==> config.mk <==
export PLATFORM = sky130hd
export DESIGN_NAME = seven_segment_scan_driver_flat
export DESIGN_NICKNAME = d
export VERILOG_FILES = /design/src/rtl/seven_segment_scan_driver_if.sv /design/src/rtl/seven_segment_scan_driver.sv /design/src/flat_wrapper.sv
export SDC_FILE = /design/constraint.sdc
export NUM_CORES = 1
export LEC_CHECK = 0
export ABC_AREA = 1
export ABC_CLOCK_PERIOD_IN_PS = 2400
export CAP_MARGIN = 20
export CORE_ASPECT_RATIO = 1.25
export CORE_MARGIN = 8
export CORE_UTILIZATION = 45
export DETAILED_ROUTE_END_ITERATION = 8
export GPL_TIMING_DRIVEN = 0
export PLACE_DENSITY = 0.74
export SETUP_SLACK_MARGIN = 0.5
export SYNTH_ARGS = -nofsm -noshare
export SYNTH_HDL_FRONTEND = slang
export SYNTH_SLANG_ARGS = --single-unit
==> constraint.sdc <==
create_clock -name clk -period 2.4 [get_ports clk]
set_clock_uncertainty 0.2 [all_clocks]
set_input_delay 0.36 -clock clk [delete_from_list [all_inputs] [get_ports clk]]
set_output_delay 0.36 -clock clk [all_outputs]
set_load 0.01 [all_outputs]
==> src/rtl/seven_segment_scan_driver_if.sv <==
// Bus between application logic and the 7-segment scan driver.
// The master side (application) supplies display data; the slave side
// (driver) returns status and the pin-level segment/anode signals.
// Optional feature macro: SEVEN_SEGMENT_SCAN_DRIVER_BRIGHTNESS_PWM_EN adds brightness.
interface seven_segment_scan_driver_if #(
    parameter int NUM_DIGITS = 4
);
    logic [4*NUM_DIGITS-1:0] value;
    logic [NUM_DIGITS-1:0]   dp_in;
    logic                    load;
    logic                    lzb;
`ifdef SEVEN_SEGMENT_SCAN_DRIVER_BRIGHTNESS_PWM_EN
    logic [3:0]              brightness;
`endif
    logic                    update_pending;
    logic                    frame_tick;
    logic [6:0]              seg;
    logic                    dp;
    logic [NUM_DIGITS-1:0]   an;

    modport master (
`ifdef SEVEN_SEGMENT_SCAN_DRIVER_BRIGHTNESS_PWM_EN
        output brightness,
`endif
        output value, dp_in, load, lzb,
        input  update_pending, frame_tick, seg, dp, an
    );

    modport slave (
`ifdef SEVEN_SEGMENT_SCAN_DRIVER_BRIGHTNESS_PWM_EN
        input  brightness,
`endif
        input  value, dp_in, load, lzb,
        output update_pending, frame_tick, seg, dp, an
    );
endinterface

==> src/rtl/seven_segment_scan_driver.sv <==
// Time-multiplexed N-digit 7-segment driver with hex decode, dead-time
// blanking, frame-aligned double buffering, leading-zero blanking and
// per-digit decimal points. Pins are registered (1 cycle latency).
// Optional feature macro: SEVEN_SEGMENT_SCAN_DRIVER_BRIGHTNESS_PWM_EN
// (4-bit PWM on the anodes during the active part of each slot).
module seven_segment_scan_driver #(
    parameter int NUM_DIGITS   = 4,
    parameter int SCAN_DIV     = 25000,
    parameter int BLANK_CYCLES = 16,
    parameter bit ACTIVE_LOW   = 1'b1
) (
    input  logic                         clk,
    input  logic                         rst_n,
    seven_segment_scan_driver_if.slave   bus
);
    localparam int PRESC_W = $clog2(SCAN_DIV);
    localparam int IDX_W   = (NUM_DIGITS > 1) ? $clog2(NUM_DIGITS) : 1;

    localparam logic [PRESC_W-1:0]    PRESC_LAST = PRESC_W'(SCAN_DIV - 1);
    localparam logic [PRESC_W-1:0]    BLANK_END  = PRESC_W'(BLANK_CYCLES);
    localparam logic [IDX_W-1:0]      IDX_LAST   = IDX_W'(NUM_DIGITS - 1);
    // Pin levels for "off"; XOR with these converts active-high to pin polarity.
    localparam logic [6:0]            SEG_OFF    = {7{ACTIVE_LOW}};
    localparam logic                  DP_OFF     = ACTIVE_LOW;
    localparam logic [NUM_DIGITS-1:0] AN_OFF     = {NUM_DIGITS{ACTIVE_LOW}};

    logic [PRESC_W-1:0]      presc_q, presc_d;
    logic [IDX_W-1:0]        idx_q, idx_d;
    logic [4*NUM_DIGITS-1:0] pend_val_q, pend_val_d;
    logic [NUM_DIGITS-1:0]   pend_dp_q, pend_dp_d;
    logic                    pending_q, pending_d;
    logic [4*NUM_DIGITS-1:0] disp_val_q, disp_val_d;
    logic [NUM_DIGITS-1:0]   disp_dp_q, disp_dp_d;
    logic                    frame_tick_q, frame_tick_d;
    logic [6:0]              seg_q, seg_d;
    logic                    dp_q, dp_d;
    logic [NUM_DIGITS-1:0]   an_q, an_d;

    logic                    slot_end;
    logic                    scan_wrap;
    logic                    anode_en;
    logic [3:0]              nib [NUM_DIGITS];
    logic [NUM_DIGITS-1:0]   zero_from;
    logic [NUM_DIGITS-1:0]   blank_vec;

    function automatic logic [6:0] glyph(input logic [3:0] n);
        logic [6:0] g;
        case (n)
            4'h0: g = 7'h3F;  4'h1: g = 7'h06;  4'h2: g = 7'h5B;  4'h3: g = 7'h4F;
            4'h4: g = 7'h66;  4'h5: g = 7'h6D;  4'h6: g = 7'h7D;  4'h7: g = 7'h07;
            4'h8: g = 7'h7F;  4'h9: g = 7'h6F;  4'hA: g = 7'h77;  4'hB: g = 7'h7C;
            4'hC: g = 7'h39;  4'hD: g = 7'h5E;  4'hE: g = 7'h79;  default: g = 7'h71;
        endcase
        return g;
    endfunction

    assign slot_end  = (presc_q == PRESC_LAST);
    assign scan_wrap = slot_end && (idx_q == IDX_LAST);

    // Per-digit nibble view and leading-zero blank decision; digit 0 always shows.
    for (genvar gi = 0; gi < NUM_DIGITS; gi++) begin : g_digit
        assign nib[gi] = disp_val_q[4*gi +: 4];
        if (gi == 0) begin : g_lsd
            assign blank_vec[gi] = 1'b0;
        end else begin : g_upper
            assign blank_vec[gi] = bus.lzb && zero_from[gi] && !disp_dp_q[gi];
        end
    end

    // zero_from[i]: digit i and every digit above it are zero.
    always_comb begin
        logic acc;
        acc       = 1'b1;
        zero_from = '0;
        for (int i = NUM_DIGITS - 1; i >= 0; i--) begin
            acc          = acc && (nib[i] == 4'h0);
            zero_from[i] = acc;
        end
    end

`ifdef SEVEN_SEGMENT_SCAN_DRIVER_BRIGHTNESS_PWM_EN
    logic [3:0] pwm_cnt_q;

    // Free-running PWM phase counter for anode dimming.
    always_ff @(posedge clk) begin
        if (!rst_n) pwm_cnt_q <= 4'h0;
        else        pwm_cnt_q <= pwm_cnt_q + 4'h1;
    end

    assign anode_en = (pwm_cnt_q <= bus.brightness);
`else
    assign anode_en = 1'b1;
`endif

    // Prescaler/index advance and frame-aligned transfer of pending data.
    always_comb begin
        presc_d      = slot_end ? '0 : presc_q + 1'b1;
        idx_d        = idx_q;
        pend_val_d   = pend_val_q;
        pend_dp_d    = pend_dp_q;
        pending_d    = pending_q;
        disp_val_d   = disp_val_q;
        disp_dp_d    = disp_dp_q;
        frame_tick_d = scan_wrap;
        if (slot_end) begin
            idx_d = (idx_q == IDX_LAST) ? '0 : idx_q + 1'b1;
        end
        if (scan_wrap) begin
            // A load on the wrap edge bypasses the pending buffer.
            if (bus.load) begin
                disp_val_d = bus.value;
                disp_dp_d  = bus.dp_in;
            end else if (pending_q) begin
                disp_val_d = pend_val_q;
                disp_dp_d  = pend_dp_q;
            end
            pending_d = 1'b0;
        end else if (bus.load) begin
            pend_val_d = bus.value;
            pend_dp_d  = bus.dp_in;
            pending_d  = 1'b1;
        end
    end

    // Pin values for the current slot; all-off during the dead-time window.
    always_comb begin
        logic [6:0]            seg_hi;
        logic                  dp_hi;
        logic [NUM_DIGITS-1:0] an_hi;
        seg_hi = 7'h00;
        dp_hi  = 1'b0;
        an_hi  = '0;
        if (presc_q >= BLANK_END) begin
            if (!blank_vec[idx_q]) begin
                seg_hi = glyph(nib[idx_q]);
                dp_hi  = disp_dp_q[idx_q];
            end
            if (anode_en) begin
                an_hi = NUM_DIGITS'(1) << idx_q;
            end
        end
        seg_d = seg_hi ^ SEG_OFF;
        dp_d  = dp_hi ^ DP_OFF;
        an_d  = an_hi ^ AN_OFF;
    end

    // State and output registers; reset drops everything, including pending data.
    always_ff @(posedge clk) begin
        if (!rst_n) begin
            presc_q      <= '0;
            idx_q        <= '0;
            pend_val_q   <= '0;
            pend_dp_q    <= '0;
            pending_q    <= 1'b0;
            disp_val_q   <= '0;
            disp_dp_q    <= '0;
            frame_tick_q <= 1'b0;
            seg_q        <= SEG_OFF;
            dp_q         <= DP_OFF;
            an_q         <= AN_OFF;
        end else begin
            presc_q      <= presc_d;
            idx_q        <= idx_d;
            pend_val_q   <= pend_val_d;
            pend_dp_q    <= pend_dp_d;
            pending_q    <= pending_d;
            disp_val_q   <= disp_val_d;
            disp_dp_q    <= disp_dp_d;
            frame_tick_q <= frame_tick_d;
            seg_q        <= seg_d;
            dp_q         <= dp_d;
            an_q         <= an_d;
        end
    end

    assign bus.update_pending = pending_q;
    assign bus.frame_tick     = frame_tick_q;
    assign bus.seg            = seg_q;
    assign bus.dp             = dp_q;
    assign bus.an             = an_q;
endmodule

==> src/flat_wrapper.sv <==
// flat-port wrapper written by rule: the top's interface ports become plain ports
module seven_segment_scan_driver_flat 
#(
    parameter int NUM_DIGITS   = 4,
    parameter int SCAN_DIV     = 25000,
    parameter int BLANK_CYCLES = 16,
    parameter bit ACTIVE_LOW   = 1'b1
)
  (clk, rst_n, bus_value, bus_dp_in, bus_load, bus_lzb, bus_update_pending, bus_frame_tick, bus_seg, bus_dp, bus_an);
  seven_segment_scan_driver_if #(.NUM_DIGITS(NUM_DIGITS)) bus_i ();
  input  logic clk;
  input  logic rst_n;
  input wire logic [$bits(bus_i.value)-1:0] bus_value;
  input wire logic [$bits(bus_i.dp_in)-1:0] bus_dp_in;
  input wire logic [$bits(bus_i.load)-1:0] bus_load;
  input wire logic [$bits(bus_i.lzb)-1:0] bus_lzb;
  output wire logic [$bits(bus_i.update_pending)-1:0] bus_update_pending;
  output wire logic [$bits(bus_i.frame_tick)-1:0] bus_frame_tick;
  output wire logic [$bits(bus_i.seg)-1:0] bus_seg;
  output wire logic [$bits(bus_i.dp)-1:0] bus_dp;
  output wire logic [$bits(bus_i.an)-1:0] bus_an;
  assign bus_i.value = bus_value;
  assign bus_i.dp_in = bus_dp_in;
  assign bus_i.load = bus_load;
  assign bus_i.lzb = bus_lzb;
  assign bus_update_pending = bus_i.update_pending;
  assign bus_frame_tick = bus_i.frame_tick;
  assign bus_seg = bus_i.seg;
  assign bus_dp = bus_i.dp;
  assign bus_an = bus_i.an;
  seven_segment_scan_driver #(.NUM_DIGITS(NUM_DIGITS), .SCAN_DIV(SCAN_DIV), .BLANK_CYCLES(BLANK_CYCLES), .ACTIVE_LOW(ACTIVE_LOW)) u_core (.clk(clk), .rst_n(rst_n), .bus(bus_i));
endmodule
==> tab_implementation.tex <==
\begin{tabular}{lr}
\hline
Metric & Value \\
\hline
\multicolumn{2}{l}{\textbf{Outcome}} \\
\quad Result of the run & finished clean \\
\multicolumn{2}{l}{\textbf{Power}} \\
\quad Total power per unit cell area & 494.8 nW/um\^{}2 \\
\quad P\_leak & 2.177 nW \\
\quad Overall power after layout & 2.260 mW \\
\quad Worst-case vdd ir drop & 0.3510 mV \\
\multicolumn{2}{l}{\textbf{Routing}} \\
\quad Wire length reported by the detailed router & 8346 um \\
\quad Number of DRC violations after detailed-routing iteration 0 & 136 \\
\quad Per-cell routed wire length & 11.79 um \\
\quad Vias per Instance & 4.862 \\
\quad Detailed Routing Iterations Pass 1 & 4 \\
\quad Via total after detailed routing & 3442 \\
\quad DRC & 0 \\
\quad Remaining antenna violation count after routing & 0 \\
\multicolumn{2}{l}{\textbf{Finish}} \\
\quad Post-route core utilization & 55.73\% \\
\quad Number of non-filler instances in the completed layout & 708 \\
\quad Antenna cells & 0 \\
\quad Highest-count cells in the layout ignoring fill and taps & 138 x sky130\_fd\_sc\_hd\_\_nand2\_1, 99 x sky130\_fd\_sc\_hd\_\_nor2\_1, 68 x sky130\_fd\_sc\_hd\_\_dfxtp\_1 \\
\quad Post-route cell area & 4567 um\^{}2 \\
\quad Most common cell after layout, fill and taps aside & sky130\_fd\_sc\_hd\_\_nand2\_1 \\
\quad Post-synthesis to final-layout area growth & 20.58\% \\
\quad Number of nets at the end of the flow & 642 \\
\quad Share of final-layout standard cells stronger than drive strength 1 & 16.04\% \\
\multicolumn{2}{l}{\textbf{Synth}} \\
\quad Total standard cell area after synthesis & 3787 um\^{}2 \\
\quad Sequential cell area fraction in the yosys report & 37.53\% \\
\quad Cell count after synthesis & 553 \\
\quad Avg Synthesized Cell Area & 6.849 um\^{}2 \\
\quad Cell type with the highest aggregate area in the netlist & sky130\_fd\_sc\_hd\_\_dfxtp\_1 \\
\quad Post-synthesis sequential element count & 71 \\
\quad Number of different library cells in the post-synthesis netlist & 30 \\
\quad Synth warnings & 0 \\
\quad Area share of the largest cell type after synthesis & 37.53\% \\
\quad Post-Syn Nets & 589 \\
\quad Main area contributors after synthesis & sky130\_fd\_sc\_hd\_\_dfxtp\_1 38\%, sky130\_fd\_sc\_hd\_\_nand2\_1 14\%, sky130\_fd\_sc\_hd\_\_nor2\_1 9.8\% \\
\multicolumn{2}{l}{\textbf{STA}} \\
\quad Normalized max-slew margin & 68.53\% \\
\quad Fraction of the cycle the final worst path needs & 74.77\% \\
\quad Worst slew pin tran & 0.4720 ns \\
\quad Setup repair after global routing missed its margin & false \\
\quad Min Clock Period, post-route & 1.794 ns \\
\quad Total count of hold-check failures in the final report & 0 \\
\quad Setup slack of the critical path after layout & 0.6056 ns \\
\quad Final Max Slew Viols & 0 \\
\quad Total setup violations reported at the end of the flow & 0 \\
\quad Max frequency & 0.5573 GHz \\
\quad Hold Slack & 0.1230 ns \\
\quad Sum of negative setup slack & 0 ns \\
\multicolumn{2}{l}{\textbf{Setup path}} \\
\quad Slowest CP cell & sky130\_fd\_sc\_hd\_\_clkdlybuf4s50\_1 \\
\quad CP top delay family & buffers and inverters \\
\quad Bufs and invs on worst path & 1 \\
\quad Worst R2R Setup Slack & 0.61 ns \\
\quad Path type of the worst setup path & register to output pin \\
\quad Maximum cell stage delay along the critical path & 0.54 ns \\
\quad Maximum fanout along the worst path & 2 \\
\quad Element type at the critical path start & register \\
\quad Cell-by-cell listing of the critical path & clkdlybuf4s50\_1 \\
\quad Arrival time at the worst endpoint & 1.23 ns \\
\quad Worst Setup End Kind & output pin \\
\quad Worst endpoint required time & 1.84 ns \\
\multicolumn{2}{l}{\textbf{Die}} \\
\quad Overall die height & 118.6 um \\
\quad Full die area & 11630 um\^{}2 \\
\quad Standard-cell row count & 37 \\
\quad Core area & 8194 um\^{}2 \\
\quad Floorplan die width & 98.06 um \\
\quad I/O Pins & 38 \\
\quad Effective utilization at floorplan & 46.22\% \\
\multicolumn{2}{l}{\textbf{Placement}} \\
\quad Cell count after placement & 685 \\
\quad GP Congestion & 0.8565 \\
\quad Cell area after placement & 4259 um\^{}2 \\
\quad Setup slack at placement & 0.3347 ns \\
\quad Placed wire-length estimate & 6087 um \\
\quad IO Port Bufs & 35 \\
\multicolumn{2}{l}{\textbf{Global route}} \\
\quad Total overflow reported by the global router & 0 \\
\quad Vias in the first global route & 3361 \\
\quad Overall fraction of global-route tracks in use & 14.70\% \\
\quad Pin count of the biggest net entering global routing & 14 \\
\quad Antenna violations before repair & 0 \\
\quad Global-route wire length before repair & 14350 um \\
\multicolumn{2}{l}{\textbf{Clock network}} \\
\quad Maximum buffer depth of the clock tree & 2 \\
\quad Number of hold-repair buffers added at the cts stage & 0 \\
\quad Skew-Pair Late Insertion Delay & 0.35 ns \\
\quad CTS Sinks & 71 \\
\quad TritonCTS clock tree & built \\
\quad Deepest level of the CTS H-tree & 3 \\
\quad CTS root buf & sky130\_fd\_sc\_hd\_\_clkbuf\_8 \\
\quad Clock-pin transition on the worst setup and hold timing paths & 0.08 ns \\
\quad TritonCTS Buffers & 9 \\
\multicolumn{2}{l}{\textbf{Job}} \\
\quad Number of maximum-capacitance violations & 0 \\
\multicolumn{2}{l}{\textbf{Min path}} \\
\quad Min-Delay Path Class & input pin to register \\
\hline
\end{tabular}
==> flip-flops by register name (all words and copies together) (netlist names) <==
name / count
u_core.pend_val_q: 16
u_core.disp_val_q: 16
u_core.bus.frame_tick: 1
u_core.bus.seg: 7
u_core.bus.an: 4
u_core.bus.update_pending: 1
u_core.disp_dp_q: 4
u_core.presc_q: 15
u_core.bus.dp: 1
u_core.idx_q: 2
u_core.pend_dp_q: 4
==> where the power goes <==
part	leakage [nW]	internal [mW]	total, mW	switching [mW]
clock network	0.0894	0.376	0.855	0.479
registers	0.580	1.20	1.22	0.0154
logic	1.51	0.0948	0.184	0.0896
==> area by class of cell <==
cell class              instances  area [um^2]
flip-flops and latches         71         1428
well taps                      97        121.4
plain buffers                  26        183.9
repair buffers                 42        417.9
clock buffers                   9        123.9
fillers                       797         3627
inverters                      71        271.5
multi-input cells             385         1972
clock inverters                 7        48.80
==> repair_timing <==
item	in CTS	in global routing
gates resized for setup	9	20
gates cloned	0	2
pin swaps	2	3
endpoints found under the setup margin	6	40
buffers inserted	4	1
==> logic make-up after synthesis <==
kind of cell	share of synthesized area, %
xor+xnor	1.156
mux	5.947
buf+inv	11.20
fa+ha+maj	3.964
flops	37.53
simple gates	34.32
compound gates	5.880
==> layer usage <==
layer	vias up	wire, um	GRT usage (%)
met1	1539	3895	16.97
met5	-	0	0
met2	69	3920	24.81
li1	1818	-	-
met4	0	223	8.602
met3	16	307	2.701
==> final timing paths <==
path | startpoint | to | cells after the start
setup / recovery | u_core.bus.update_pending$_SDFFE_PP0P_ | bus_update_pending | 1
hold / removal | rst_n | u_core.pend_val_q[11]$_SDFFE_PN0P_ | 3
setup reg to reg | u_core.idx_q[0]$_SDFFE_PN0P_ | u_core.bus.seg[3]$_SDFF_PN1_ | 9
hold reg to reg | u_core.presc_q[0]$_SDFF_PP0_ | u_core.presc_q[0]$_SDFF_PP0_ | 1
==> Yosys cell counts (all sizes together) <==
| master | number |
|---|---|
| a22oi | 1 |
| nor3 | 4 |
| dfxtp | 71 |
| clkbuf | 4 |
| or2 | 2 |
| nor3b | 1 |
| nand4 | 4 |
| nor2 | 104 |
| mux2 | 20 |
| xnor2 | 3 |
| nand2 | 142 |
| and2 | 1 |
| xor2 | 2 |
| o21ai | 9 |
| buf | 22 |
| inv | 71 |
| ha | 12 |
| a21oi | 31 |
| nand3b | 1 |
| nand3 | 48 |
Power figures use the tool's default switching activity.
